===== src/rtl/config_loader.sv =====
// config_loader: streams a tile bitstream into a staging register, verifies a
// trailing XOR checksum word and commits the staging register atomically to config_out.
module config_loader #(
    parameter int CONFIG_WIDTH = 146,
    parameter int WORD_WIDTH = 8,
    localparam int NUM_WORDS = (CONFIG_WIDTH + WORD_WIDTH - 1) / WORD_WIDTH
) (
    input  logic                    clock,
    input  logic                    nreset,
    input  logic                    start,
    input  logic [WORD_WIDTH-1:0]   data_in,
    input  logic                    data_valid,
    output logic                    data_ready,
    output logic [CONFIG_WIDTH-1:0] config_out,
    output logic                    config_valid,
    output logic                    busy,
    output logic                    error
);
    localparam int CW = $clog2(NUM_WORDS + 1);
    localparam int OW = $clog2(NUM_WORDS * WORD_WIDTH);
    typedef enum logic [2:0] {IDLE, LOAD, CHECK, DONE, ERROR} state_t;
    state_t state, state_next;
    logic [CW-1:0] count;
    logic [WORD_WIDTH-1:0] checksum;
    logic [CONFIG_WIDTH-1:0] staging, staging_next;
    logic [OW-1:0] offset;
    logic xfer, last_word, match;
    assign busy = state == LOAD || state == CHECK;
    assign data_ready = busy && !start;
    assign xfer = data_valid && data_ready;
    assign last_word = count == CW'(NUM_WORDS - 1);
    assign match = data_in == checksum;
    assign offset = OW'(count) * OW'(WORD_WIDTH);
    // shifting in a config-wide frame drops the final word's bits above CONFIG_WIDTH
    assign staging_next = (staging & ~({{(CONFIG_WIDTH-WORD_WIDTH){1'b0}}, {WORD_WIDTH{1'b1}}} << offset))
                        | ({{(CONFIG_WIDTH-WORD_WIDTH){1'b0}}, data_in} << offset);
    always_comb begin
        state_next = state;
        if (start)
            state_next = LOAD;
        else if (xfer && state == LOAD)
            state_next = last_word ? CHECK : LOAD;
        else if (xfer && state == CHECK)
            state_next = match ? DONE : ERROR;
    end
    always_ff @(posedge clock or negedge nreset) begin
        if (!nreset)
            state <= IDLE;
        else
            state <= state_next;
    end
    always_ff @(posedge clock or negedge nreset) begin
        if (!nreset) begin
            count <= '0;
            checksum <= '0;
            staging <= '0;
            config_out <= '0;
            config_valid <= 1'b0;
            error <= 1'b0;
        end else if (start) begin
            count <= '0;
            checksum <= '0;
            config_valid <= 1'b0;
            error <= 1'b0;
        end else if (xfer && state == LOAD) begin
            staging <= staging_next;
            checksum <= checksum ^ data_in;
            count <= count + 1'b1;
        end else if (xfer && state == CHECK) begin
            if (match) begin
                config_out <= staging;
                config_valid <= 1'b1;
            end else begin
                error <= 1'b1;
            end
        end
    end
endmodule


===== config.mk =====
export PLATFORM = sky130hd
export DESIGN_NAME = config_loader
export DESIGN_NICKNAME = d
export VERILOG_FILES = /design/src/rtl/config_loader.sv
export SDC_FILE = /design/constraint.sdc
export NUM_CORES = 1
export LEC_CHECK = 0
export CAP_MARGIN = 20
export CORE_MARGIN = 4
export CORE_UTILIZATION = 31
export DETAILED_ROUTE_END_ITERATION = 7
export GPL_TIMING_DRIVEN = 0
export HOLD_SLACK_MARGIN = 0.06
export PLACE_DENSITY = 0.57
export SYNTH_ARGS = -nofsm -noshare
export SYNTH_HDL_FRONTEND = slang
export SYNTH_SLANG_ARGS = --single-unit

===== constraint.sdc =====
create_clock -name clock -period 3 [get_ports clock]
set_clock_uncertainty 0.15 [all_clocks]
set_input_delay 0.9 -clock clock [delete_from_list [all_inputs] [get_ports clock]]
set_output_delay 0.9 -clock clock [all_outputs]
set_load 0.05 [all_outputs]

==> impl_summary.md, run 1 <==
Status
The flow ran to the end, and the final reports show no timing, DRC or antenna violations.

STA
The relative max-transition margin is 0.5318. The post-layout worst setup margin is about 0.12 ns. The upper clock frequency limit is 346.8 MHz. The sum of negative setup slack is 0 ns. The final count of hold timing violations came to 0. The worst-margin pin slew is 0.7006 ns. The final-report setup violation count is 0. The share of the clock period used by the worst path after layout is 0.9613. Setup repair after global routing left no endpoint under its margin.

The max-slew violation count is 0. The clock period minus worst slack is 2.884 ns.

Cells and area
Leaving out filler cells and counting taps, the final layout contains around 1600. In the final layout, flip-flops and latches occupy 7757 sq um. The layout cell share with drive strength beyond 1 is 0.1992. The area growth from synthesis to layout is 29.61%. Leaving out fill and tap cells, the most frequent cells in the layout are 310 x sky130_fd_sc_hd__dfrtp_1, 157 x sky130_fd_sc_hd__clkdlybuf4s50_1, 100 x sky130_fd_sc_hd__mux2_4. The library cell used most frequently in the layout, excluding fill and tap cells, is sky130_fd_sc_hd__dfrtp_1. After routing the design area is 15820 sq um. At the end of the flow, the number of nets in the layout was 1026. The layout has 3522 filler cells. The multi-input combinational cell area is 4170 sq um.

Power
Power spread over the standard cell area amounts to 605.5 nW/um^2. The completed layout was analyzed and its total power is 9.580 mW. The analysis attributes to net switching a power of 2.177 mW. The share of total power dissipated in sequential elements is 0.472. The peak ir drop on the vdd network is ~0.37 mV.

Of the total power, the share spent switching nets is 0.2273. Cell internal power was estimated by the tool at between 7 and 8 mW. The standby leakage power is 7.566 nW. The proportion of power drawn by combinational gates is 0.058. The share of total power dissipated in the clock network is 0.469.

Worst hold path
The worst min-delay path class is input port to asynchronous set/reset pin.

Floorplan
The die is about 210 microns tall. For this configuration, the core starts out at a cell density of 0.3144. The die covers 42620 sq um. For this design the top-level I/O count stands at around 160. The die is just over 200 microns wide. The area of the placeable core is 38830 sq um. In this run the core area contains 72 standard-cell rows.

Critical path
Together, buffers and inverters on the worst path number 4. Grouping stages by cell kind, the critical path spends the most delay in buffers and inverters. The worst setup path is launched from an input port. The arrival time at the worst endpoint is 3.12 ns. The number of logic stages on the critical path including buffering is 8. The worst register-to-register path ends at config_out[39]. The startpoint of the most critical register-to-register path is state[0].

Among all stages on the critical path, the largest delay is contributed by sky130_fd_sc_hd__clkdlybuf4s50_1. Data on the critical path is required at its endpoint by between 3 and 4 ns. Along the worst path, the maximum fanout reaches 10. The worst setup path category is input port to flip-flop. The register-to-register setup slack is 0.45 ns.

The longest individual stage delay on the worst path is 0.54 ns. Measured in cells, the most critical reg-to-reg path has a length of 7. The kind of end point of the critical path is a flip-flop. The critical path goes through clkdlybuf4s50_1 -> nand2b_1 -> or3_1 -> or3_1 -> clkbuf_1 -> buf_6 -> buf_6 -> mux2_4.

Clock tree
The clock latency on the worst-skew pair is 0.51 ns. The clock-pin slew reported for the worst setup and hold paths after clock tree synthesis is 0.06 ns. The clock drives between 300 and 400 sinks. The H-tree was split into 2 levels. The clock tree from TritonCTS is built. TritonCTS created 35 clock buffers. The root cell of the clock tree is sky130_fd_sc_hd__clkbuf_16.

No sink is reached through more buffers than the 3 on the longest clock path.

Global route
The initial antenna violation count came to 2. The first global-routing pass estimated just over 50000 microns of wire. Global routing finished with a remaining overflow of 0. In the global route stage, overall resource usage came out at 0.1578. The number of global-route vias before repair is 7949. Entering global routing, the biggest net connects 120 pins.

Route
The number of routed nets with antenna violations is 0. In the final routed layout, each cell accounts on average for 21.55 microns. The number of vias per cell after detailed routing is 4.815.

The routed layout has 7478 vias. The number of detailed-routing iterations run before antenna repair is 5. The wire length reported by the detailed router is 33460 microns. The first routing iteration left around 500 violations. In the routed design, unresolved DRC markers number 0.

Synthesis
Synthesis inferred 310 register bits. The number of cells produced by synthesis is 807. The synthesized net count is 825. The distinct cell type count after synthesis is 37. For this run, the register share of the synthesized area comes to 0.6355. A synthesized cell averages 15.13 sq um. The mapped netlist covers 12210 sq um.

During synthesis, Yosys emitted a total of 0 warnings.

Place
The post-placement cell count is 1488. The final weighted congestion in routability-driven placement is 0.8320. The post-place setup slack is -1.110 ns. Buffers placed on the I/O ports in this run total 161. In this run the cell area measured after placement is 14530 sq um. The half-perimeter wire length after placement is 22690 microns.

Flow run
Max-cap violations in this run came to 0.
[state kept, by name (all words and copies together) (netlist names)]
signal	flops
checksum	8
config_out	146
config_valid	1
count	5
error	1
staging	146
state	3
[kinds of logic after synthesis]
group | after synthesis | synth area share
AO/OA/AOI/OAI | 161 | 0.1125
XOR/XNOR | 17 | 0.01220
multiplexers | 146 | 0.1654
adder cells (fa/ha/maj) | 6 | 0.006150
flip-flops | 310 | 0.6355
AND/OR/NAND/NOR | 115 | 0.04274
buffers and inverters | 52 | 0.02542
[how the worst max path moves through the flow]
stage / startpoint / endpoint / slack (ns)
floorplan: start / data_ready / 0.22
global placement: nreset / config_out[107] / -12.66
detailed placement: start / data_ready / -1.11
CTS: data_valid / staging[11] / 0.02
global route: data_valid / staging[60] / 0.02
finish: data_valid / config_out[39] / 0.12
[power groups by stage]
stage | clock network (mW) | logic [mW] | registers (mW)
floorplan | 0 | 0.310 | 4.55
global placement | 0 | 0.544 | 4.61
detailed placement | 0 | 0.561 | 4.60
CTS | 4.62 | 0.569 | 4.53
global route | 4.79 | 0.619 | 4.55
finish | 4.50 | 0.559 | 4.52
[cells in the mapped netlist (all sizes together)]
cell,number,share of area
nor4bb,1,0.00082
nor2,32,0.0098
nor3,3,0.0012
o21a,1,0.00062
inv,10,0.0031
a22o,54,0.039
xnor2,9,0.0065
ha,6,0.0061
o2bb2ai,92,0.066
nor4b,1,0.00072
a211o,1,0.00072
nor2b,4,0.0020
and4b,1,0.00082
clkbuf,23,0.0071
nand2,49,0.015
o2111ai,1,0.00072
a21oi,6,0.0025
or3,3,0.0015
nor4,3,0.0015
xor2,8,0.0057
mux2,146,0.17
o21ai,2,0.00082
o21bai,1,0.00062
a211oi,2,0.0012
nand2b,4,0.0020
nand4bb,1,0.00092
buf,19,0.015
and4,1,0.00072
nand3,8,0.0033
or4,1,0.00062
o31ai,1,0.00062
dfrtp,310,0.64
nand4,3,0.0015
[through the flow]
stage	util	hold WS (ns)
floorplan	-	0.2992
global route	0.4075	0.2507
finish	0.4075	0.2056
global placement	0.3727	0.3140
CTS	0.4068	0.2335
detailed placement	0.3743	0.3172
[worst register-to-register path: stages, from the launching register on]
cell	delay, ns
sky130_fd_sc_hd__dfrtp_1	0.45
sky130_fd_sc_hd__nand2b_1	0.21
sky130_fd_sc_hd__or3_1	0.39
sky130_fd_sc_hd__or3_1	0.37
sky130_fd_sc_hd__clkbuf_1	0.15
sky130_fd_sc_hd__buf_6	0.20
sky130_fd_sc_hd__buf_6	0.19
sky130_fd_sc_hd__mux2_4	0.31
[metal layers]
layer  vias up  wire [microns]  GRT usage  part of all wire
li1       3375               -          -                 -
met1      3859           15390     0.2196              0.46
met2       187           15180     0.2444              0.45
met3        55            1860    0.03531             0.056
met4         2            1010    0.05394             0.030
met5         -              13          0           0.00039
[what timing repair did]
| item | 4_1_cts | 5_1_grt |
|---|---|---|
| hold buffers | 0 | 0 |
| setup endpoints to repair | 23 | 133 |
| pin swaps | 0 | 1 |
| setup buffers | 0 | 1 |
| gates resized for setup | 20 | 4 |
[area by class of cell]
cell class                 instances  share of cell area
tap                              518             0.04096
multi-input combinational        445              0.2636
inverter                          10            0.002372
antenna                            1           0.0001582
buffer                            42             0.01866
timing repair buffer             164              0.1062
sequential                       310              0.4903
clock buffer                      50             0.06667
clock inverter                    13             0.01107
Note: power is estimated with default switching activity, not from simulation.
==> run 2: changes to the inputs <==
--- a/config.mk
+++ b/config.mk
@@ -5,7 +5,7 @@
 export SDC_FILE = /design/constraint.sdc
 export NUM_CORES = 1
 export LEC_CHECK = 0
-export CAP_MARGIN = 20
+export CAP_MARGIN = 10
 export CORE_MARGIN = 4
 export CORE_UTILIZATION = 31
 export DETAILED_ROUTE_END_ITERATION = 7
==> results of run 2 <==
The final DEF is identical to that of run 1; final timing and power are the same.
==> run 3: changes to the inputs <==
--- a/config.mk
+++ b/config.mk
@@ -7,11 +7,11 @@
 export LEC_CHECK = 0
 export CAP_MARGIN = 10
 export CORE_MARGIN = 4
-export CORE_UTILIZATION = 31
+export CORE_UTILIZATION = 50
 export DETAILED_ROUTE_END_ITERATION = 7
 export GPL_TIMING_DRIVEN = 0
 export HOLD_SLACK_MARGIN = 0.06
-export PLACE_DENSITY = 0.57
+export PLACE_DENSITY = 0.81
 export SYNTH_ARGS = -nofsm -noshare
 export SYNTH_HDL_FRONTEND = slang
 export SYNTH_SLANG_ARGS = --single-unit
==> run 3 against run 2 <==
- utilization rose by 24 points
- non-clock buffer count rose by 1
- critical path depth did not move
- sequential share of layout area rose by 1.2 points
- routed wire length fell by 9.8%
- sequential power barely moved
- register-to-register slack improved by 0.03 ns
==> impl_summary.md, run 3 (synthesized netlist as in run 1, its figures left out) <==
Floorplan
The area of the placeable core was 23750 sq um (-39%). The number of standard-cell rows in the floorplan is 56 (-22%). The die outline height is 164.2 microns (-20%). The width of the die is 164.2 microns (-20%).

The starting density of the core is 0.5139 (+0.1995). The area enclosed by the die boundary is 26980 sq um (-37%). The number of primary I/O pins is 162 (unchanged).

Global route
The global-route wire length before repair is 46870 microns (-7.9%). The initial antenna violation count is 1 (-1). The largest net degree at the start of global routing came to 84 (-30%). The total routing usage reported by global routing is 0.2250 (+0.06717). The number of global-route vias before repair is 7814 (-1.7%). The total global routing overflow is 0 (unchanged).

Cells and area
The number of nets in the final layout is 1022 (-0.39%). The post-layout instance area was 15450 sq um (-2.4%). The largest registers in the layout are config_out x146, staging x146, checksum x8.

The multi-input combinational cell area is 4174 sq um (about the same). The post-route core utilization is 0.6504 (+0.2429). The layout overhead on the synthesized area is 26.56%. In the layout the commonest cells are 310 x sky130_fd_sc_hd__dfrtp_1, 157 x sky130_fd_sc_hd__clkdlybuf4s50_1, 100 x sky130_fd_sc_hd__mux2_4. The sequential cell area was 7757 sq um (unchanged). The final non-filler cell total is 1348 (-13%). Leaving out fill and tap cells, the most frequent cell in the layout is sky130_fd_sc_hd__dfrtp_1. The layout cell share with drive strength beyond 1 is 0.1984 (-0.0007827).

The total of fill cells in the finished design came to 1648 (-53%).

STA
The worst-margin pin slew was 0.6291 ns (-0.07144 ns). The relative max-transition margin is 0.5796 (+0.04775). Setup repair after global routing left no endpoint under its margin. The final count of hold timing violations is 0 (unchanged). The max-slew violation count was 0 (unchanged). The clock period minus worst slack came to 2.930 ns (+0.04600 ns). The final-report setup violation count came to 0 (unchanged). The post-layout worst setup margin is 0.07014 ns (-0.04600 ns). The sum of negative setup slack is 0 ns (unchanged). The upper clock frequency limit is 341.3 MHz (-1.6%). The share of the clock period used by the worst path after layout is 0.9766 (+0.01533). The worst hold-check slack is 0.1914 ns (-0.01422 ns).

Critical path
The required time at the endpoint of the critical path was 3.27 ns (+0.04 ns). The largest driver fanout on the critical path was 10 (unchanged). The kind of start point of the critical path is an input port. The worst setup path category is input port to flip-flop. The arrival time at the worst endpoint is 3.20 ns (+0.08 ns). STA classifies the critical path endpoint as a flip-flop.

Route
The per-cell routed wire length came to 22.40 microns (+4.0%). The number of vias after detailed routing is 7634 (+2.1%). The number of design rule violations left after detail routing was 0 (unchanged).

The number of DRC markers after the initial detailed-route iteration is 456 (-9.2%). The number of vias per cell after detailed routing is 5.663 (+18%). The number of detailed-routing iterations run before antenna repair is 5 (unchanged). The number of routed nets with antenna violations is 0 (unchanged). The wire length reported by the detailed router was 30190 microns (-9.8%).

Place
The post-place setup slack is -1.064 ns (+0.04644 ns). The half-perimeter wire length after placement is 20640 microns (-9.0%). The final weighted congestion in routability-driven placement is 0.8835 (+6.2%). The count of port buffers added during placement is 161 (unchanged). The instance area after placement is 14310 sq um (-1.5%).

The post-placement cell count is 1290 (-13%).

Clock tree
The number of buffers on the longest clock path was 3 (unchanged). The root cell of the clock tree is sky130_fd_sc_hd__clkbuf_16. The number of buffers created by CTS is 30 (-14%). The number of levels the H-tree was split into was 1 (-1). The clock latency on the worst-skew pair came to 0.54 ns (+0.03 ns). The number of clock sinks seen by CTS was 310 (unchanged). The clock tree from TritonCTS is built. The clock-pin slew reported for the worst setup and hold paths after clock tree synthesis is 0.06 ns (about the same).

Power
The internal power component came to 7.023 mW (-5.1%). The standby leakage power was 7.499 nW (-0.88%). The share of total power in sequential cells was 0.499 (+0.027). The power share of the clock group came to 0.439 (-0.030).

The power density relative to cell area is 586.9 nW/um^2 (-3.1%). The switching power was 2.044 mW (-6.1%). The proportion of power drawn by combinational gates is 0.061 (+0.003). The total design power is 9.067 mW (-5.4%). The switching share of power was 0.2255 (-0.001781).

The peak ir drop on the vdd network came to 0.3403 mV (-6.9%).

Status
The flow ran to the end, and the final reports show no timing, DRC or antenna violations.

Worst hold path
The worst min-delay path class is input port to asynchronous set/reset pin.

Flow run
The count of max-cap constraint violations is 0 (unchanged).
==> run 3: cell types whose count changed in the layout (fill, tap and decap cells not counted), sizes merged <==
cell / previous run / this run
buf: 24 / 25
bufinv: 4 / 3
clkinvlp: 1 / 2
clkdlybuf4s15: 1 / 0
clkbuf: 73 / 69
clkinv: 8 / 6
==> run 3: critical path: stages <==
cell and delay (ns):
sky130_fd_sc_hd__clkdlybuf4s50_1 0.59, sky130_fd_sc_hd__xnor2_1 0.14, sky130_fd_sc_hd__nand4_1 0.28, sky130_fd_sc_hd__or3_1 0.46, sky130_fd_sc_hd__clkbuf_1 0.15, sky130_fd_sc_hd__buf_6 0.17, sky130_fd_sc_hd__buf_6 0.16, sky130_fd_sc_hd__mux2_1 0.33
==> run 3: power by group through the flow <==
stage | Sequential [mW] | Clock [mW] | Combinational (mW)
floorplan | 4.55 | 0 | 0.310
global placement | 4.60 | 0 | 0.513
detailed placement | 4.60 | 0 | 0.540
CTS | 4.52 | 4.03 | 0.554
global route | 4.55 | 4.23 | 0.603
finish | 4.53 | 3.98 | 0.554
==> run 3: path summary, 6_finish.rpt <==
check / startpoint / slack [ns] / cells past startpoint / to
max: data_in[1] / 0.07 / 8 / config_out[69]
min: nreset / 0.19 / 1 / config_out[120]
max reg2reg: state[2] / 0.48 / 6 / staging[90]
min reg2reg: staging[93] / 0.34 / 1 / staging[93]
max in group asynchronous: nreset / 1.32 / 3 / config_out[83]
min in group clock: staging[93] / 0.34 / 1 / staging[93]
==> run 3: area by class of cell <==
class | instances | area share
timing repair buffer | 165 | 0.1104
tap | 319 | 0.02584
buffer | 42 | 0.01911
sequential | 310 | 0.5021
clock buffer | 45 | 0.06074
multi-input combinational | 445 | 0.2702
clock inverter | 11 | 0.008990
inverter | 10 | 0.002430
antenna | 1 | 0.0001620
==> run 3: timing repair <==
action / CTS / global route
hold buffers: 0 / 0
endpoints found under the setup margin: 4 / 61
resized for setup: 18 / 9
pin swaps: 0 / 1
setup buffers: 0 / 1
==> run 3: per-layer routing <==
metal,vias to the layer above,GRT usage,routed length (microns),share of wire
met5,-,0,0,0
met1,3967,0.3219,13190,0.44
met3,54,0.03940,1797,0.060
met2,260,0.3591,14500,0.48
met4,0,0.06100,705,0.023
li1,3353,-,-,-
